[config.mk]
export PLATFORM = sky130hd
export DESIGN_NAME = bcd_display_ctrl
export DESIGN_NICKNAME = d
export VERILOG_FILES = /design/src/rtl/bcd_display_ctrl.sv
export SDC_FILE = /design/constraint.sdc
export NUM_CORES = 1
export LEC_CHECK = 0
export CAP_MARGIN = 20
export CORE_MARGIN = 3
export CORE_UTILIZATION = 60
export DETAILED_ROUTE_END_ITERATION = 10
export GPL_ROUTABILITY_DRIVEN = 0
export PLACE_DENSITY = 0.85
export SLEW_MARGIN = 20
export SYNTH_ARGS = -nofsm -noshare
export SYNTH_HDL_FRONTEND = slang
export SYNTH_SLANG_ARGS = --single-unit
[constraint.sdc]
create_clock -name clock -period 4.3 [get_ports clock]
set_input_delay 0.86 -clock clock [delete_from_list [all_inputs] [get_ports clock]]
set_output_delay 0.86 -clock clock [all_outputs]
set_load 0.01 [all_outputs]
[src/rtl/bcd_display_ctrl.sv]
// Signed binary to leading-zero-blanked BCD converter for a 7-segment digit bank.
// Serial double-dabble conversion; outputs update only on completion (done pulse).
module bcd_display_ctrl #(
    parameter int unsigned WIDTH  = 16,
    parameter int unsigned DIGITS = 5
) (
    input  logic                  clock,
    input  logic                  reset,
    input  logic [WIDTH-1:0]      value_in,
    input  logic                  load,
    output logic                  busy,
    output logic                  done,
    output logic [4*DIGITS-1:0]   digits_out,
    output logic                  neg_out
);

    localparam int unsigned BCD_W = 4 * DIGITS;
    localparam int unsigned CNT_W = $clog2(WIDTH + 1);
    localparam logic [BCD_W-1:0] DIGITS_RST = {DIGITS{4'hF}} << 4;

    typedef enum logic [2:0] {
        S_IDLE,
        S_ABS,
        S_SHIFT,
        S_BLANK,
        S_DONE
    } state_e;

    state_e             state_q, state_d;
    logic [WIDTH-1:0]   value_q, value_d;
    logic               sign_q, sign_d;
    logic [BCD_W-1:0]   scratch_q, scratch_d;
    logic [CNT_W-1:0]   cnt_q, cnt_d;
    logic [BCD_W-1:0]   digits_q, digits_d;
    logic               neg_q, neg_d;
    logic               busy_q, busy_d;
    logic               done_q, done_d;

    logic [BCD_W-1:0]   adj;
    logic [BCD_W-1:0]   blanked;
    logic               lead;

    always_ff @(posedge clock) begin
        if (!reset) begin
            state_q   <= S_IDLE;
            value_q   <= '0;
            sign_q    <= 1'b0;
            scratch_q <= '0;
            cnt_q     <= '0;
            digits_q  <= DIGITS_RST;
            neg_q     <= 1'b0;
            busy_q    <= 1'b0;
            done_q    <= 1'b0;
        end else begin
            state_q   <= state_d;
            value_q   <= value_d;
            sign_q    <= sign_d;
            scratch_q <= scratch_d;
            cnt_q     <= cnt_d;
            digits_q  <= digits_d;
            neg_q     <= neg_d;
            busy_q    <= busy_d;
            done_q    <= done_d;
        end
    end

    always_comb begin
        state_d   = state_q;
        value_d   = value_q;
        sign_d    = sign_q;
        scratch_d = scratch_q;
        cnt_d     = cnt_q;
        digits_d  = digits_q;
        neg_d     = neg_q;
        adj       = '0;
        blanked   = '0;
        lead      = 1'b0;

        case (state_q)
            S_IDLE: begin
                if (load) begin
                    value_d = value_in;
                    state_d = S_ABS;
                end
            end
            S_ABS: begin
                // Most negative input wraps to 2^(WIDTH-1), correct as unsigned magnitude
                sign_d    = value_q[WIDTH-1];
                value_d   = value_q[WIDTH-1] ? WIDTH'(-value_q) : value_q;
                scratch_d = '0;
                cnt_d     = CNT_W'(WIDTH);
                state_d   = S_SHIFT;
            end
            S_SHIFT: begin
                adj = scratch_q;
                for (int unsigned i = 0; i < DIGITS; i++) begin
                    if (adj[4*i +: 4] >= 4'd5) begin
                        adj[4*i +: 4] = adj[4*i +: 4] + 4'd3;
                    end
                end
                scratch_d = {adj[BCD_W-2:0], value_q[WIDTH-1]};
                value_d   = {value_q[WIDTH-2:0], 1'b0};
                cnt_d     = cnt_q - CNT_W'(1);
                if (cnt_q == CNT_W'(1)) begin
                    state_d = S_BLANK;
                end
            end
            S_BLANK: begin
                // Blank leading zeros from the top; the ones digit always shows
                blanked = scratch_q;
                lead    = 1'b1;
                for (int unsigned i = DIGITS - 1; i >= 1; i--) begin
                    if (lead && (blanked[4*i +: 4] == 4'd0)) begin
                        blanked[4*i +: 4] = 4'hF;
                    end else begin
                        lead = 1'b0;
                    end
                end
                digits_d = blanked;
                neg_d    = sign_q;
                state_d  = S_DONE;
            end
            S_DONE: begin
                state_d = S_IDLE;
            end
            default: begin
                state_d = S_IDLE;
            end
        endcase

        busy_d = (state_d == S_ABS) || (state_d == S_SHIFT) || (state_d == S_BLANK);
        done_d = (state_d == S_DONE);
    end

    assign busy       = busy_q;
    assign done       = done_q;
    assign digits_out = digits_q;
    assign neg_out    = neg_q;

endmodule

==> summary.txt, run 1 <==
Setup clock skew after layout: 0.007942 ns
Worst endpoint data arrival time: 2.87 ns
Pre-CTS worst setup slack: 1.392 ns
Most frequent cell after synthesis: sky130_fd_sc_hd__dfxtp_1
Layout cell share with drive strength beyond 1: 8.102%
Horiz. Die Dim: 81.32 µm
ANT nets after route: 0
Quantity of I/O buffers inserted on ports: 41
Number of pins exceeding their max-slew limit in the final report: 0
Synth warn: 0
Total number of vias: 3191
Combinational family with the most area after synthesis: compound AO/OA/AOI/OAI gates
Drt pass-1 iters: 5
Count of unique library cells instantiated by Yosys: 62
Final period demand of the worst path: 2.630 ns
Setup violation total in the final timing report: 0
Detailed Place HPWL: 5576 µm
Filler Cells Inserted: 392
Crit path from: reset
Area fraction of the dominant cell type after synthesis: 40.00%
Filler-free cell count of the finished design: 502
XOR/XNOR share of the synthesized area: 1.544%
Reg2reg start: state_q[0]
Aggregate routed wire length: 8339 µm
Net count, final: 462
CP endpoint: digits_out[5]
Floorplan die height: 81.32 µm
Max capacitance violation total: 0
Total chip power: 1.496 mW
Worst R2R End: scratch_q[3]
Number of synthesized flops with an enable pin: 0
R2R depth: 6
Average cell area after synthesis: 8.704 µm²
Number of hold violations in the final report: 0
Share of the core filled with cells in the final layout: 76.59%
Share of async-settable or async-resettable flops after synthesis: 0%
Setup slack of the worst register-to-register path: 1.91 ns
Most used standard cells in the synthesized netlist: sky130_fd_sc_hd__dfxtp_1, sky130_fd_sc_hd__nor2_1, sky130_fd_sc_hd__a21oi_1
GRT Total Usage: 26.77%
DP Area: 0.003841 mm²
Most used DFF post-synth: sky130_fd_sc_hd__dfxtp_1
Post-synthesis compound-gate area fraction: 26.95%
Clock latency at the later pin of the worst-skew pair: 0.34 ns
Worst Slack Setup Final: 1.670 ns
Leakage power total: 1.439 nW
Kind of launch point of the worst setup path: input pin
Sequential share of the synthesized area: 40.00%
Buffers inserted by post-CTS timing repair: 0
Max clock buf depth: 2
Via count of the first global-routing pass: 2942
Share of the clock period used by the worst path: 61.17%
Mapped Area: 0.003403 mm²
Areal power density over the cells: 368.3 mW/mm²
Worst Setup Path Type: input pin to flip-flop
Routed wirelength normalized by instance count: 16.61 µm
Iteration-0 DRC count of the detailed router: 259
Largest fanout of any net on the critical path: 14
Total of cells resized after clock tree synthesis: 0
Worst voltage drop across the vdd grid: 218.8 µV
Ordered cell list for the critical path: clkdlybuf4s50_1, nand2_1, nor2_2, o21ai_1, o22a_1
Clock Sink Count: 68
Depth of the CTS H-tree: 3
Starting Density: 64.18%
TritonCTS clock tree: built
Post-CTS clock slew at the launch and capture registers of the worst setup and hold paths: 0.08 ns
Residual DRC count: 0
Crit path largest cell delay: 0.86 ns
Final-layout setup total negative slack: 0 ns
Wire length of the first global-routing pass: 13810 µm
Via density per instance: 6.357
#FFs+latches synth: 68
Row Count: 26
Library cell with the largest summed area after synthesis: sky130_fd_sc_hd__dfxtp_1
Required time reported for the critical path endpoint: 4.54 ns
Total placed cells including tap cells: 486
Die Outline Area: 0.006612 mm²
Total global routing overflow: 0
Worst hold path class: flip-flop to flip-flop
Final non-filler cell area: 0.004061 mm²
Count of inserted antenna diode cells: 0
Remaining max-slew budget at the tightest pin: 51.54%
Simple logic cell fraction of the synthesized area: 19.34%
Number of standard cells after synthesis: 391
Multiplexer share of the synthesized area: 1.581%
Setup crit end kind: flip-flop
Setup repair after global routing missed its margin: false
Area growth from synthesis to layout: 19.34%
Placeable core region: 0.005303 mm²
Most area-consuming cells after synthesis: sky130_fd_sc_hd__dfxtp_1, sky130_fd_sc_hd__ha_1, sky130_fd_sc_hd__nor2_1
Antenna violations before repair: 0
Maximum number of pins on one net before global-route repair: 35
Run status: complete, no violations
Timing-limited maximum frequency: 380.2 MHz
Final hold slack: 0.4755 ns
Hold buffers post-CTS: 0
Cell type of the slowest stage on the worst timing path: sky130_fd_sc_hd__clkdlybuf4s50_1
Mapped Nets: 426
Worst Max-Slew Pin Slew: 0.7202 ns
I/O Pins: 42
Number of buffers created by CTS: 9
Clock Tree Root: sky130_fd_sc_hd__clkbuf_8
Post-synthesis adder-cell area fraction: 5.882%
-- worst min path at each step --
stage                        startpoint  slack (ns)             to  cells after the start
after floorplan                  sign_q        0.44        neg_out                      1
after global placement           sign_q        0.46        neg_out                      1
after detailed placement         sign_q        0.47        neg_out                      1
after CTS                        sign_q        0.48        neg_out                      1
after global routing      digits_out[6]        0.50  digits_out[6]                      1
final                            sign_q        0.48        neg_out                      1
-- state kept, by name (all words and copies together), names as in the netlist --
| signal | count |
|---|---|
| busy | 1 |
| cnt_q | 5 |
| digits_out | 20 |
| done | 1 |
| neg_out | 1 |
| scratch_q | 20 |
| sign_q | 1 |
| state_q | 3 |
| value_q | 16 |
-- logic make-up after synthesis --
| logic type | Yosys count |
|---|---|
| flip-flops | 68 |
| buffers and inverters | 39 |
| XOR/XNOR | 6 |
| adder cells (fa/ha/maj) | 16 |
| multiplexers | 5 |
| AND/OR/NAND/NOR | 126 |
| AO/OA/AOI/OAI | 131 |
-- power breakdown --
part | total, mW | internal (mW) | switching (mW)
combinational | 0.225 | 0.0926 | 0.132
clock | 0.582 | 0.327 | 0.256
sequential | 0.689 | 0.652 | 0.0363
-- per-layer routing --
layer	vias up	global-route usage, %	part of all wire [%]
met5	-	0	0
met4	0	10.64	1.8
met3	15	3.991	6.7
met2	133	41.29	46
met1	1521	37.45	46
li1	1522	-	-
-- cell usage in the layout (no fill, tap or decap), types with 2 or more instances in the layout --
master and n:
sky130_fd_sc_hd__a211oi_1 5, sky130_fd_sc_hd__a21oi_1 28, sky130_fd_sc_hd__a221oi_1 6, sky130_fd_sc_hd__a222oi_1 4, sky130_fd_sc_hd__a22o_1 7, sky130_fd_sc_hd__a22oi_1 13
sky130_fd_sc_hd__a2bb2oi_1 3, sky130_fd_sc_hd__a311oi_1 2, sky130_fd_sc_hd__a31oi_1 4, sky130_fd_sc_hd__buf_4 3, sky130_fd_sc_hd__bufinv_16 2, sky130_fd_sc_hd__clkbuf_8 9
sky130_fd_sc_hd__clkdlybuf4s50_1 41, sky130_fd_sc_hd__clkinvlp_4 2, sky130_fd_sc_hd__dfxtp_1 68, sky130_fd_sc_hd__ha_1 16, sky130_fd_sc_hd__inv_1 19, sky130_fd_sc_hd__mux2_2 3
sky130_fd_sc_hd__mux2i_1 2, sky130_fd_sc_hd__nand2_1 20, sky130_fd_sc_hd__nand2b_1 7, sky130_fd_sc_hd__nand3_1 12, sky130_fd_sc_hd__nor2_1 44, sky130_fd_sc_hd__nor2_2 2
sky130_fd_sc_hd__nor3_1 17, sky130_fd_sc_hd__nor3b_1 2, sky130_fd_sc_hd__nor4_1 3, sky130_fd_sc_hd__o211ai_1 2, sky130_fd_sc_hd__o21a_1 2, sky130_fd_sc_hd__o21ai_0 17
sky130_fd_sc_hd__o21ai_1 2, sky130_fd_sc_hd__o21ai_2 2, sky130_fd_sc_hd__o21bai_1 2, sky130_fd_sc_hd__o22a_1 15, sky130_fd_sc_hd__o22ai_1 8, sky130_fd_sc_hd__o311ai_0 2
sky130_fd_sc_hd__or3b_1 2, sky130_fd_sc_hd__or4_1 2, sky130_fd_sc_hd__xnor2_1 5
-- critical path: cells and delay by family --
kind,cells,cell delay (ns)
buffers and inverters,1,0.86
AND/OR/NAND/NOR,2,0.68
AO/OA/AOI/OAI,2,0.46
-- area by class of cell --
class / count / area, µm² / share of cell area, %
Clock inverter: 6 / 88.84 / 2.187
Sequential cell: 68 / 1361 / 33.52
Timing Repair Buffer: 44 / 432.9 / 10.66
Tap cell: 70 / 87.58 / 2.156
Multi-Input combinational cell: 284 / 1888 / 46.49
Inverter: 20 / 75.07 / 1.848
Clock buffer: 10 / 127.6 / 3.142
Power figures use the tool's default switching activity.
==> inputs of run 2 (changes only) <==
Settings changed: CORE_UTILIZATION 60 to 55, PLACE_DENSITY 0.85 to 0.79.
Clock period 4.3 ns to 2.5 ns, I/O delays scaled along.
==> summary.txt, run 2 (synthesis results as in run 1) <==
Run status: complete, no violations
Quantity of I/O buffers inserted on ports: 41
Worst Max-Slew Pin Slew: 0.7560 ns
I/O Pins: 42
Depth of the CTS H-tree: 3
Reg2reg start: scratch_q[17]
Maximum number of pins on one net before global-route repair: 29
Count of inserted antenna diode cells: 0
Remaining max-slew budget at the tightest pin: 49.14%
ANT nets after route: 0
GRT Total Usage: 24.19%
Required time reported for the critical path endpoint: 2.80 ns
Final period demand of the worst path: 2.156 ns
Total placed cells including tap cells: 496
Filler-free cell count of the finished design: 511
Share of the clock period used by the worst path: 86.25%
Horiz. Die Dim: 84.66 µm
Clock latency at the later pin of the worst-skew pair: 0.35 ns
R2R depth: 7
Wire length of the first global-routing pass: 14050 µm
Antenna violations before repair: 0
Worst voltage drop across the vdd grid: 364.7 µV
Leading cell types in the layout, fill and taps excluded: sky130_fd_sc_hd__dfxtp_1, sky130_fd_sc_hd__nor2_1, sky130_fd_sc_hd__clkdlybuf4s50_1
Filler Cells Inserted: 485
Area growth from synthesis to layout: 21.25%
Residual DRC count: 0
Aggregate routed wire length: 8425 µm
Via density per instance: 6.264
CP endpoint: digits_out[4]
Crit path from: scratch_q[17]
Net count, final: 467
Setup slack of the worst register-to-register path: 0.34 ns
Worst R2R End: digits_out[4]
Detailed route wirelength on metal2: 3709 µm
Starting Density: 57.14%
Leakage power total: 1.472 nW
Total global routing overflow: 0
Setup repair after global routing missed its margin: false
Routed wirelength normalized by instance count: 16.49 µm
Hold depth: 1
Number of buffers created by CTS: 9
Setup violation total in the final timing report: 0
Post-CTS clock slew at the launch and capture registers of the worst setup and hold paths: 0.08 ns
Max capacitance violation total: 0
Layout cell share with drive strength beyond 1: 9.174%
Die Outline Area: 0.007167 mm²
Placeable core region: 0.005956 mm²
Max clock buf depth: 2
Areal power density over the cells: 647.4 mW/mm²
Setup clock skew after layout: 0.008021 ns
Largest fanout of any net on the critical path: 5
Clock Tree Root: sky130_fd_sc_hd__clkbuf_8
Number of hold violations in the final report: 0
Buffers inserted by post-CTS timing repair: 0
Highest routed layer: met4
Most common cell after layout, fill and taps aside: sky130_fd_sc_hd__dfxtp_1
Worst endpoint data arrival time: 2.46 ns
Hold buffers post-CTS: 0
Number of pins exceeding their max-slew limit in the final report: 0
Kind of launch point of the worst setup path: flip-flop
Worst Setup Path Type: flip-flop to flip-flop
TritonCTS clock tree: built
Detailed Place HPWL: 5818 µm
Floorplan die height: 84.66 µm
Total number of vias: 3201
Detailed-routed wire length on met3: 680 µm
Via count of the first global-routing pass: 2942
Setup crit end kind: flip-flop
Row Count: 28
Timing-limited maximum frequency: 463.8 MHz
Met1 Wirelength: 3883 µm
Final-layout setup total negative slack: 0 ns
Drt pass-1 iters: 5
Worst hold path class: flip-flop to flip-flop
Total of cells resized after clock tree synthesis: 0
Iteration-0 DRC count of the detailed router: 313
Clock Sink Count: 68
-- run 2: cell types whose count changed in the layout (fill, tap and decap cells not counted), sizes merged --
cell	delta
buf	+5
bufinv	+1
clkbuf	-1
clkinv	-1
-- run 2: cell type report --
| type | instances | area (µm²) | area share, % |
|---|---|---|---|
| Clock buffer | 9 | 123.9 | 3.002 |
| Clock inverter | 6 | 113.9 | 2.759 |
| Inverter | 20 | 75.07 | 1.819 |
| Multi-Input combinational cell | 284 | 1888 | 45.75 |
| Sequential cell | 68 | 1361 | 32.99 |
| Tap cell | 75 | 93.84 | 2.274 |
| Timing Repair Buffer | 49 | 470.5 | 11.40 |
-- run 2: worst min-delay path by stage --
stage                   start              to  slack (ns)
2_1_floorplan          sign_q         neg_out        0.44
3_5_place_dp   digits_out[10]  digits_out[10]        0.47
5_1_grt                sign_q         neg_out        0.51
4_1_cts        digits_out[15]  digits_out[15]        0.49
3_3_place_gp           sign_q         neg_out        0.45
6_report       digits_out[15]  digits_out[15]        0.48
-- run 2: worst max-delay path, cell delays in order (launching register included) --
cell and delay, ns:
sky130_fd_sc_hd__dfxtp_1 0.33, sky130_fd_sc_hd__inv_1 0.10, sky130_fd_sc_hd__ha_1 0.25, sky130_fd_sc_hd__or3b_1 0.41
sky130_fd_sc_hd__nor4b_2 0.35, sky130_fd_sc_hd__nand3_1 0.17, sky130_fd_sc_hd__o21ai_1 0.31, sky130_fd_sc_hd__o22a_1 0.19
-- run 2: metal layers --
| layer | GRT usage, % | up-vias |
|---|---|---|
| met5 | 0 | - |
| met4 | 8.777 | 0 |
| met3 | 5.986 | 16 |
| met2 | 35.94 | 138 |
| met1 | 34.09 | 1507 |
| li1 | - | 1540 |
-- run 2: metrics by stage --
stage	utilization (%)	setup slack (ns)	power [mW]	area (µm²)	hold slack, ns
after floorplan	-	0.7010	1.469	3403	0.4428
after global placement	65.23	0.4121	1.585	3885	0.4501
after detailed placement	65.23	0.4066	1.598	3885	0.4694
after CTS	69.22	0.3825	2.675	4123	0.4871
after global routing	69.29	0.1805	2.778	4126	0.5056
final	69.29	0.3438	2.672	4126	0.4825
-- run 2: report_power, final --
group          internal (mW)  switching [mW]  leakage (nW)
clock                  0.658           0.427         0.112
sequential              1.12          0.0609         0.552
combinational          0.166           0.237         0.809
total                   1.95           0.725          1.47
